File: src/rtl/local_inject_arbiter.sv
`default_nettype none
// ============================================================================
// local_inject_arbiter : per-source packet FIFOs, round-robin injection onto
//                        the local (port 0) input of one mesh router node.
// Rev 1.0
// ============================================================================
module local_inject_arbiter #(
  parameter int N_SRC      = 4,
  parameter int FIFO_DEPTH = 4,
  parameter int CNT_W      = 16,
  parameter int DATA_W     = 32
) (
  input  logic                         clk,
  input  logic                         reset_n,
  input  logic [0:N_SRC-1][DATA_W-1:0] i_src_data,
  input  logic [0:N_SRC-1]             i_src_val,
  output logic [0:N_SRC-1]             o_src_ready,
  input  logic [3:0]                   i_net_en,
  output logic [DATA_W-1:0]            o_data,
  output logic                         o_data_val,
  output logic [0:N_SRC-1]             o_grant,
  output logic [CNT_W-1:0]             o_inj_count
);

  localparam int PTR_W = $clog2(FIFO_DEPTH);
  localparam int OCC_W = $clog2(FIFO_DEPTH + 1);
  localparam int SEL_W = $clog2(N_SRC);
  localparam logic [OCC_W-1:0] C_FULL = OCC_W'(FIFO_DEPTH);
  localparam logic [SEL_W:0]   C_NSRC = (SEL_W + 1)'(N_SRC);
  localparam logic [SEL_W-1:0] C_LAST = SEL_W'(N_SRC - 1);

  logic [DATA_W-1:0] head [N_SRC];
  logic [N_SRC-1:0]  eligible;
  logic [N_SRC-1:0]  pop;

  genvar k;
  generate
    for (k = 0; k < N_SRC; k++) begin : g_fifo
      logic [DATA_W-1:0] mem_q [FIFO_DEPTH];
      logic [DATA_W-1:0] mem_d [FIFO_DEPTH];
      logic [PTR_W-1:0]  wr_ptr_q, wr_ptr_d;
      logic [PTR_W-1:0]  rd_ptr_q, rd_ptr_d;
      logic [OCC_W-1:0]  occ_q, occ_d;
      logic              push;

      assign push = i_src_val[k] && (occ_q < C_FULL);

      always_comb begin
        mem_d    = mem_q;
        wr_ptr_d = wr_ptr_q;
        rd_ptr_d = rd_ptr_q;
        occ_d    = occ_q;
        if (push) begin
          mem_d[wr_ptr_q] = i_src_data[k];
          wr_ptr_d        = wr_ptr_q + PTR_W'(1);
        end
        if (pop[k]) begin
          rd_ptr_d = rd_ptr_q + PTR_W'(1);
        end
        if (push && !pop[k]) begin
          occ_d = occ_q + OCC_W'(1);
        end else if (!push && pop[k]) begin
          occ_d = occ_q - OCC_W'(1);
        end
      end

      always_ff @(posedge clk or negedge reset_n) begin
        if (!reset_n) begin
          wr_ptr_q <= '0;
          rd_ptr_q <= '0;
          occ_q    <= '0;
        end else begin
          wr_ptr_q <= wr_ptr_d;
          rd_ptr_q <= rd_ptr_d;
          occ_q    <= occ_d;
        end
      end

      // Storage needs no reset: occupancy alone decides what is readable.
      always_ff @(posedge clk) begin
        mem_q <= mem_d;
      end

      assign head[k]        = mem_q[rd_ptr_q];
      assign eligible[k]    = (occ_q != '0);
      assign o_src_ready[k] = (occ_q < C_FULL);
    end
  endgenerate

  logic [SEL_W-1:0]  rr_ptr_q, rr_ptr_d;
  logic [SEL_W-1:0]  gnt_idx;
  logic              gnt_vld;
  logic [SEL_W:0]    cand;
  logic [DATA_W-1:0] data_q, data_d;
  logic              data_val_q, data_val_d;
  logic [0:N_SRC-1]  grant_q, grant_d;
  logic [CNT_W-1:0]  inj_cnt_q, inj_cnt_d;

  // Scan downwards so the last hit, i.e. the one nearest rr_ptr, wins.
  always_comb begin
    gnt_vld = 1'b0;
    gnt_idx = '0;
    cand    = '0;
    if (|i_net_en) begin
      for (int i = N_SRC - 1; i >= 0; i--) begin
        cand = {1'b0, rr_ptr_q} + (SEL_W + 1)'(i);
        if (cand >= C_NSRC) begin
          cand = cand - C_NSRC;
        end
        if (eligible[cand[SEL_W-1:0]]) begin
          gnt_vld = 1'b1;
          gnt_idx = cand[SEL_W-1:0];
        end
      end
    end
  end

  always_comb begin
    pop = '0;
    if (gnt_vld) begin
      pop[gnt_idx] = 1'b1;
    end
  end

  always_comb begin
    data_d     = data_q;
    data_val_d = gnt_vld;
    grant_d    = '0;
    rr_ptr_d   = rr_ptr_q;
    inj_cnt_d  = inj_cnt_q;
    if (gnt_vld) begin
      data_d           = head[gnt_idx];
      grant_d[gnt_idx] = 1'b1;
      rr_ptr_d         = (gnt_idx == C_LAST) ? '0 : gnt_idx + SEL_W'(1);
      inj_cnt_d        = inj_cnt_q + CNT_W'(1);
    end
  end

  always_ff @(posedge clk or negedge reset_n) begin
    if (!reset_n) begin
      data_q     <= '0;
      data_val_q <= 1'b0;
      grant_q    <= '0;
      rr_ptr_q   <= '0;
      inj_cnt_q  <= '0;
    end else begin
      data_q     <= data_d;
      data_val_q <= data_val_d;
      grant_q    <= grant_d;
      rr_ptr_q   <= rr_ptr_d;
      inj_cnt_q  <= inj_cnt_d;
    end
  end

  assign o_data      = data_q;
  assign o_data_val  = data_val_q;
  assign o_grant     = grant_q;
  assign o_inj_count = inj_cnt_q;

endmodule
`default_nettype wire

File: config.mk
export PLATFORM = sky130hd
export DESIGN_NAME = local_inject_arbiter
export DESIGN_NICKNAME = d
export VERILOG_FILES = /design/src/rtl/local_inject_arbiter.sv
export SDC_FILE = /design/constraint.sdc
export NUM_CORES = 1
export LEC_CHECK = 0
export BUFFER_PORTS_ARGS = -buffer_cell sky130_fd_sc_hd__buf_2
export CAP_MARGIN = 20
export CORE_UTILIZATION = 59
export CTS_CLUSTER_SIZE = 40
export DETAILED_ROUTE_END_ITERATION = 12
export PLACE_DENSITY = 0.79
export SYNTH_ARGS = -nofsm -noshare
export SYNTH_HDL_FRONTEND = slang
export SYNTH_SLANG_ARGS = --single-unit
File: constraint.sdc
create_clock -name clk -period 3.2 [get_ports clk]
set_input_delay 0.32 -clock clk [delete_from_list [all_inputs] [get_ports clk]]
set_output_delay 0.32 -clock clk [all_outputs]
set_load 0.03 [all_outputs]
==> results_dict.tcl, run 1 <==
set metrics [dict create \
    synth.largest_area_cell "edfxtp_1" \
    ys_seq_area_frac 0.748 \
    fillers 2301 \
    track_usage 0.258 \
    hold_viol_final 0 \
    intPower_w 0.0178 \
    routed-via-count 11900 \
    numCtsBuffers 57 \
    switching_share 0.331 \
    drtIter0Drc 938 \
    gp_congestion 0.838 \
    core_area_mm2 0.0388 \
    dieArea_mm2 0.0403 \
    path_delay_family "adder cells" \
    drive_gt1_frac 0.334 \
    clk_latency_ps 620 \
    clock_skew_ps 34.7 \
    power_density_mw_per_mm2 942 \
    synth_ff_type "edfxtp_1" \
    startpoint_type "flip-flop" \
    hold_path.class "input port to flip-flop" \
    p_total_w 0.0266 \
    syn-num-nets 1265 \
    crit_arrival_ps 3460 \
    avgSynthCellArea_um2 21.2 \
    area_growth_syn_to_layout_pct 21.0 \
    vdd_drop_max_mv 1.01 \
    min_period_over_period 0.922 \
    slew_headroom 0.452 \
    ys_types 43 \
    final-instance-count-excl-fill 2028 \
    crit_chain "o31a_1 > o21ai_1 > nor3b_4 > inv_2 > ha_1 > nand2_1 > ha_1 > inv_1 > fa_1 > xor2_1 > nor2_1 > xnor2_1" \
    die_w_um 201 \
    grt_pass1_wl_um 76600 \
    ios 195 \
    initial_core_util 0.601 \
    crit_required_ps 3710 \
    outcome "finished clean" \
    path_buf_inv 2 \
    postLayoutCoreUtil 0.727 \
    finalMaxSlewViolations 0 \
    power_switching_w 0.00879 \
    synth_edf_count 512 \
    antenna_left 0 \
    cts_root_buffer "clkbuf_16" \
    grt_max_degree 60 \
    p_clk_frac 0.248 \
    rsz0062_at_grt "no" \
    synth_common_cells "edfxtp_1 (512), mux4_2 (128), dfrtp_1 (83)" \
    fin_tns_setup_ps 0 \
    finalSetupViolCount 0 \
    critPathCaptureType "flip-flop" \
    wirelength_um 50100 \
    ys_top_cells_by_area "edfxtp_1 (66%), mux4_2 (12%), dfrtp_1 (8.9%)" \
    dp.cells 1792 \
    synth_cells 1098 \
    max_cap_viol_count 0 \
    final_nets 1632 \
    synth_top_area_frac 0.659 \
    die_h_um 201 \
    cts_max_path_buffers 3 \
    clk_pin_slew_ps 60 \
    cp_max_fo 5 \
    rows 72 \
    ys_ff_latch 595 \
    dp_hpwl_um 30800 \
    critical_path_class "flip-flop to flip-flop" \
    viasPerCell 5.87 \
    p_comb_frac 0.343 \
    drc_errors 0 \
    first_pass_iters 7 \
    fmax_mhz 339 \
    tightestPinTransition_ps 823 \
    wl_per_cell_um 24.7 \
    leakage_nw 9.98 \
    ctsHtreeMaxLevel 2 \
    min_period_ps 2950 \
    gr-total-overflow 0 \
    grt_pass1_vias 12700 \
    cts_tree "yes" \
    cts_sinks 595 \
    ys_async_sr_fraction 0.139 \
    io_buffer_count 194 \
    max_stage_delay_ps 430 \
    yosys_warnings 0 \
    syn_area_mm2 0.0233 \
    seqPwrFrac 0.409 \
    worst_path_max_delay_cell "dfrtp_1" \
    antenna_found_initial 1 \
    synth_most_common_cell "edfxtp_1" \
    rrSetupSlack_ps 250 \
    cp_common_cell "ha_1" \
]
[routing by layer]
metal | wire [µm] | global-route usage | share of wire
met5 | 0 | 0 | 0
met4 | 1030 | 0.0665 | 0.020
met3 | 3310 | 0.0511 | 0.066
met2 | 26200 | 0.438 | 0.52
met1 | 19600 | 0.345 | 0.39
[placed cells by master (no fill, tap or decap), types with 5 or more instances in the layout]
master         count
o221ai_1          12
inv_1             21
nand2_1           53
o32ai_1           12
xor2_1            10
nand3_1            7
bufinv_16          5
dfrtp_1           79
clkinv_2           7
clkinv_1          12
buf_12             7
edfxtp_1         512
clkbuf_16         59
nor2_1             8
mux2i_1           32
ha_1              25
buf_4             39
dlygate4sd3_1    129
and3_1             6
and2_1            17
nor2b_1            5
clkbuf_1          13
mux4_2           128
buf_2            193
o32ai_2           20
xnor2_1           29
o221ai_2          20
[sequential cells by signal, indices dropped and copies added, names as in the netlist]
name             count
g_fifo.mem_q       512
g_fifo.occ_q        12
g_fifo.rd_ptr_q      8
g_fifo.wr_ptr_q      8
o_data              32
o_data_val           1
o_grant              4
o_inj_count         16
rr_ptr_q             2
[final timing paths]
path,cells after the start,endpoint,start
max,12,g_fifo[2].occ_q[2],g_fifo[0].occ_q[1]
min,3,g_fifo[3].wr_ptr_q[0],i_src_val[3]
max reg2reg,12,g_fifo[2].occ_q[2],g_fifo[0].occ_q[1]
min reg2reg,1,o_inj_count[15],o_inj_count[15]
max in group asynchronous,3,o_data[15],reset_n
min in group asynchronous,2,o_data[4],reset_n
[power groups by stage]
stage | sequential (W) | combinational, W | clock (W)
floorplan | 0.0111 | 0.00613 | 0
global placement | 0.0109 | 0.00882 | 0
detailed placement | 0.0110 | 0.00901 | 0
CTS | 0.0109 | 0.00920 | 0.00667
global route | 0.0110 | 0.00971 | 0.00698
finish | 0.0109 | 0.00912 | 0.00659
[worst reg2reg max path, cell delays in order (launching register included)]
cell and delay, ps:
dfrtp_1 430, o31a_1 300, o21ai_1 270, nor3b_4 370, inv_2 80, ha_1 210
nand2_1 120, ha_1 200, inv_1 70, fa_1 380, xor2_1 170, nor2_1 120
xnor2_1 140
[through the flow]
step | cell area [µm²] | hold WS [ps] | setup slack [ps]
finish | 28200 | 230 | 250
global route | 28200 | 213 | 77.2
CTS | 28200 | 208 | 142
detailed placement | 25100 | 429 | 206
global placement | 25100 | 437 | 309
floorplan | 23300 | 24.4 | 337
[layout make-up]
type	instances	area [µm²]	area share
timing repair buffer	368	2690	0.0953
multi-input combinational	420	5510	0.195
antenna	1	2.50	0.0000887
tap	518	648	0.0230
inverter	23	86.3	0.00306
clock buffer	75	1570	0.0555
clock inverter	28	259	0.00918
sequential	595	17500	0.619
[cells by family after synthesis]
logic type,Yosys count,synth area share
adder cells (fa/ha/maj),29,0.0169
AO/OA/AOI/OAI,80,0.0411
flip-flops,595,0.748
XOR/XNOR,39,0.0146
multiplexers,164,0.139
AND/OR/NAND/NOR,108,0.0232
buffers and inverters,83,0.0165
[repair_timing]
item / 4_1_cts / 5_1_grt
setup buffers: 0 / 3
hold endpoints to repair: 567 / 0
hold buffers: 129 / 0
gates resized for setup: 0 / 0
setup endpoints to repair: 0 / 1
No activity file was read; power rests on OpenSTA's default activity.
==> run 2, diff against run 1 <==
==> constraint.sdc (replaced) <==
create_clock -name clk -period 3.2 [get_ports clk]
set_input_delay 0.48 -clock clk [delete_from_list [all_inputs] [get_ports clk]]
set_output_delay 0.48 -clock clk [all_outputs]
set_load 0.03 [all_outputs]
==> run 2 against run 1 <==
  * Critical path depth down 2
  * Sequential share of layout area rose by 3.1 points
  * Non-clock buffer count is 129 lower
  * Routed wire length fell by 4.0%
  * Sequential power about the same
  * Die area unchanged
  * Combinational power down 2%
  * Flip-flop and latch count unchanged
  * Worst hold slack got worse by 140 ps
  * Setup slack worse by 44 ps
  * Power decreased by 1.9%
  * Clock power fell by 4.2%
==> results_dict.tcl, run 2 (synthesis results as in run 1) <==
set metrics [dict create \
    worst_path_max_delay_cell "nor4_1" \
    numCtsBuffers 57 \
    fmax_mhz 334 \
    vdd_drop_max_mv 0.641 \
    cts_tree "yes" \
    drtIter0Drc 805 \
    routed-via-count 11300 \
    largest_reg_flops 512 \
    dr_wl_met2_um 25200 \
    leakage_nw 9.40 \
    startpoint_type "flip-flop" \
    io_buffer_count 194 \
    grt_pass1_vias 11800 \
    grt_max_degree 62 \
    rows 72 \
    max_cap_viol_count 0 \
    dr.max_layer_used "met5" \
    p_total_w 0.0261 \
    cp_max_fo 6 \
    finalSetupViolCount 0 \
    grt_pass1_wl_um 72300 \
    clk_pin_slew_ps 60 \
    fin_tns_setup_ps 0 \
    die_h_um 201 \
    final_cell_mix "edfxtp_1 (512), buf_2 (193), mux4_2 (128)" \
    dp.cells 1792 \
    gp_congestion 0.814 \
    min_period_ps 2990 \
    die_w_um 201 \
    final-instance-count-excl-fill 1905 \
    finalMaxSlewViolations 0 \
    power_switching_w 0.00866 \
    dpl_worst_slack_ps 183 \
    p_comb_frac 0.342 \
    slew_headroom 0.456 \
    intPower_w 0.0174 \
    final_nets 1503 \
    crit_arrival_ps 3470 \
    critical_path_class "flip-flop to flip-flop" \
    setup_slack_ps 206 \
    critPathCaptureType "flip-flop" \
    clock_skew_ps 16.6 \
    wirelength_um 48100 \
    drive_gt1_frac 0.364 \
    drt-met1-wl_um 18700 \
    p_clk_frac 0.242 \
    holdWs_ps 85.0 \
    cts_max_path_buffers 3 \
    cts_root_buffer "clkbuf_16" \
    gr-total-overflow 0 \
    wl_met3_um 3220 \
    antenna_left 0 \
    wl_per_cell_um 25.3 \
    power_density_mw_per_mm2 971 \
    clk_latency_ps 600 \
    antenna_found_initial 9 \
    outcome "finished clean" \
    hold_viol_final 0 \
    viasPerCell 5.93 \
    dieArea_mm2 0.0403 \
    area_growth_syn_to_layout_pct 15.2 \
    mostFrequentLayoutCell "edfxtp_1" \
    cts_sinks 595 \
    cp_common_cell "ha_1" \
    switching_share 0.332 \
    max_stage_delay_ps 530 \
    hold_path.class "input port to flip-flop" \
    first_pass_iters 7 \
    crit_chain "nor4_1 > a211oi_4 > nor3b_4 > buf_4 > ha_1 > nand2_1 > ha_1 > inv_1 > fa_1 > mux2_2" \
    core_area_mm2 0.0388 \
    drc_errors 0 \
    top_register "g_fifo.mem_q" \
    ios 195 \
    ctsHtreeMaxLevel 2 \
    dp_hpwl_um 31000 \
    track_usage 0.246 \
    crit_required_ps 3680 \
    tightestPinTransition_ps 817 \
    initial_core_util 0.601 \
    seqPwrFrac 0.416 \
    min_period_over_period 0.936 \
]
==> run 2: changes by cell type in the layout (fill, tap and decap cells not counted) <==
cell	before	now
dlygate4sd3_1	129	1
diode_2	1	6
bufinv_16	5	2
clkbuf_1	13	16
buf_12	7	6
clkbuf_16	59	58
clkbuf_8	3	4
clkinv_2	7	8
clkinv_4	0	1
clkinv_8	0	1
clkinvlp_2	1	0
inv_6	1	0
nor3_1	4	3
nor3_4	1	2
==> run 2: path summary, 6_finish.rpt <==
path,from,to,slack [ps],cells past startpoint
min,i_src_data[51],g_fifo[2].mem_q[51],80,1
max,g_fifo[0].occ_q[1],g_fifo[3].occ_q[1],210,10
min reg2reg,o_inj_count[15],o_inj_count[15],470,1
min in group asynchronous,reset_n,o_grant[3],500,2
max reg2reg,g_fifo[0].occ_q[1],g_fifo[3].occ_q[1],210,10
max in group asynchronous,reset_n,o_data[14],1950,3
==> run 2: power by group through the flow <==
stage               sequential, W  clock, W  combinational, W
CTS                        0.0108   0.00644           0.00906
detailed placement         0.0110         0           0.00903
finish                     0.0108   0.00631           0.00892
floorplan                  0.0111         0           0.00613
global route               0.0110   0.00672           0.00952
global placement           0.0109         0           0.00882
==> run 2: stage by stage <==
step | area, µm² | utilization
2_1_floorplan | 23300 | -
3_3_place_gp | 25100 | 0.645
3_5_place_dp | 25100 | 0.645
4_1_cts | 26800 | 0.691
5_1_grt | 26900 | 0.692
6_report | 26900 | 0.692
==> run 2: final cells by class <==
type,count,area [µm²]
sequential,595,17500
inverter,23,86.3
clock inverter,26,185
multi-input combinational,420,5520
antenna,6,15.0
timing repair buffer,239,1390
tap,518,648
fill,2403,12000
clock buffer,78,1570
==> run 2: repair_timing <==
item | in CTS | in global routing
setup buffers | 0 | 2
hold buffers | 1 | 0
gates resized for setup | 0 | 2
endpoints found under the hold margin | 59 | 0
endpoints found under the setup margin | 0 | 3
==> run 2: per-layer routing <==
metal | GRT usage | vias to the layer above
li1 | - | 4972
met1 | 0.323 | 5859
met2 | 0.419 | 378
met3 | 0.0570 | 74
met4 | 0.0652 | 8
met5 | 0 | -
==> run 2: worst max-delay path: cells and delay by family, from the launching register on <==
kind / cells / cell delay (ps)
AOI/OAI and AO/OA: 1 / 100
buffers and inverters: 2 / 280
adders and majority gates: 3 / 820
muxes: 1 / 280
and+or+nand+nor: 3 / 940
DFF: 1 / 440
==> run 3, diff against run 2 <==
--- a/config.mk
+++ b/config.mk
@@ -7,10 +7,11 @@
 export LEC_CHECK = 0
 export BUFFER_PORTS_ARGS = -buffer_cell sky130_fd_sc_hd__buf_2
 export CAP_MARGIN = 20
-export CORE_UTILIZATION = 59
+export CORE_UTILIZATION = 62
+export CTS_BUF_LIST = sky130_fd_sc_hd__clkbuf_8
 export CTS_CLUSTER_SIZE = 40
 export DETAILED_ROUTE_END_ITERATION = 12
-export PLACE_DENSITY = 0.79
+export PLACE_DENSITY = 0.82
 export SYNTH_ARGS = -nofsm -noshare
 export SYNTH_HDL_FRONTEND = slang
 export SYNTH_SLANG_ARGS = --single-unit
==> run 3 against run 2 <==
  * Clock skew grew 16 ps
  * Routed wire length shrank 3.6%
  * Final area shrank 0.75%
  * Worst hold slack lost 36 ps
  * Sequential power is essentially flat
  * Power shrank 3.1%
  * Die area shrank 4.8%
  * Cell count grew 0.63%
  * Global-route usage grew 0.63 points
  * Combinational power shrank 1%
  * Critical path type unchanged
  * Critical endpoint is now g_fifo[0].occ_q[2]
  * Largest power group unchanged
  * Highest routed layer unchanged
==> results_dict.tcl, run 3 (synthesis results as in run 1) <==
set metrics [dict create \
    cp-startpoint "g_fifo[0].occ_q[1]" \
    postLayoutCoreUtil 0.725 \
    min_from "i_src_data[42]" \
    final_nets 1533 \
    wl_per_cell_um 24.2 \
    cts_root_buffer "clkbuf_8" \
    rr_startpoint "g_fifo[0].occ_q[1]" \
    fmax_mhz 334 \
    core_area_mm2 0.0368 \
    drtIter0Drc 774 \
    drc_errors 0 \
    area_growth_syn_to_layout_pct 14.4 \
    min_period_ps 3000 \
    cts_tree "yes" \
    startpoint_type "flip-flop" \
    power_density_mw_per_mm2 947 \
    gr-total-overflow 0 \
    top_register "g_fifo.mem_q" \
    viasPerCell 6.02 \
    setup_slack_ps 204 \
    die_h_um 196 \
    dp_hpwl_um 30300 \
    hold_path.class "input port to flip-flop" \
    clock_skew_ps 33.0 \
    routed-via-count 11500 \
    min_period_over_period 0.936 \
    cts_setup_buffers 0 \
    worst_path_max_delay_cell "dfrtp_1" \
    fin_tns_setup_ps 0 \
    cts_sinks 595 \
    clk_latency_ps 650 \
    dp.cells 1739 \
    grt_pass1_wl_um 70800 \
    first_pass_iters 7 \
    critPathCaptureType "flip-flop" \
    final_cell_mix "edfxtp_1 (512), buf_2 (193), mux4_2 (128)" \
    dieArea_mm2 0.0384 \
    p_total_w 0.0253 \
    path_depth 12 \
    largest_reg_flops 512 \
    cp_common_cell "ha_1" \
    crit_chain "o31a_1 > o21ai_1 > nor3b_4 > inv_2 > ha_1 > nand2_1 > ha_1 > inv_1 > fa_1 > xor2_1 > nor2_1 > xnor2_1" \
    path_delay_family "adder cells" \
    hold_depth 1 \
    r2r_cells 12 \
    leakage_nw 9.52 \
    final-instance-count-excl-fill 1917 \
    tightestPinTransition_ps 662 \
    path_buf_inv 2 \
    rsz0062_at_grt "no" \
    finalMaxSlewViolations 0 \
    max_stage_delay_ps 440 \
    finalSetupViolCount 0 \
    slew_headroom 0.558 \
    dpl_worst_slack_ps 273 \
    antenna_left 0 \
    vdd_drop_max_mv 0.867 \
    rows 70 \
    mostFrequentLayoutCell "edfxtp_1" \
    crit_arrival_ps 3550 \
    hold_viol_final 0 \
    grt_pass1_vias 12000 \
    critical_path_class "flip-flop to flip-flop" \
    fillers 2138 \
    track_usage 0.253 \
    die_w_um 196 \
    outcome "finished clean" \
    wirelength_um 46400 \
    ctsHtreeMaxLevel 3 \
    cp_max_fo 6 \
    cts_max_path_buffers 3 \
    clk_pin_slew_ps 70 \
    drive_gt1_frac 0.368 \
    crit_required_ps 3750 \
    max_cap_viol_count 0 \
    initial_core_util 0.634 \
    gp_congestion 0.831 \
    io_buffer_count 194 \
    antenna_found_initial 11 \
    numCtsBuffers 92 \
    ios 195 \
    grt_max_degree 39 \
]
-- run 3: routing by layer --
metal	routed length, µm	up-vias	track usage
met5	78	-	0
li1	-	5060	-
met4	714	12	0.0752
met3	3580	70	0.0640
met1	18000	6003	0.338
met2	24000	387	0.416
-- run 3: layout make-up --
type	instances	area (µm²)	share of cell area
tap	468	586	0.0220
multi-input combinational	420	5520	0.207
antenna	8	20.0	0.000751
clock buffer	98	1350	0.0506
timing repair buffer	234	1340	0.0502
clock inverter	71	310	0.0116
sequential	595	17500	0.655
inverter	23	86.3	0.00324
-- run 3: power breakdown --
group / total (W) / internal (W) / switching, W
clock: 0.00567 / 0.00290 / 0.00277
sequential: 0.0108 / 0.00995 / 0.000844
combinational: 0.00880 / 0.00382 / 0.00498
total: 0.0253 / 0.0167 / 0.00860
-- run 3: timing repair --
| item | in CTS | in global routing |
|---|---|---|
| hold buffers | 1 | 0 |
| resized for setup | 0 | 2 |
| setup endpoints to repair | 0 | 1 |
| hold endpoints to repair | 30 | 0 |
-- run 3: path summary, 6_finish.rpt --
check | end | slack (ps)
max | g_fifo[0].occ_q[2] | 200
min | g_fifo[2].mem_q[74] | 50
max reg2reg | g_fifo[0].occ_q[2] | 200
min reg2reg | o_inj_count[15] | 470
max in group asynchronous | o_data[11] | 2140
min in group asynchronous | o_inj_count[4] | 320
-- run 3: metrics by stage --
stage	hold slack (ps)	area, µm²
floorplan	184	23300
global placement	442	25000
detailed placement	443	25000
CTS	5.82	26600
global route	22.1	26600
finish	49.0	26700
-- run 3: worst reg2reg max path, cell delays in order (launching register included) --
cell and delay (ps):
dfrtp_1 440, o31a_1 310, o21ai_1 260, nor3b_4 410, inv_2 80, ha_1 220
nand2_1 130, ha_1 210, inv_1 60, fa_1 380, xor2_1 170, nor2_1 120
xnor2_1 130
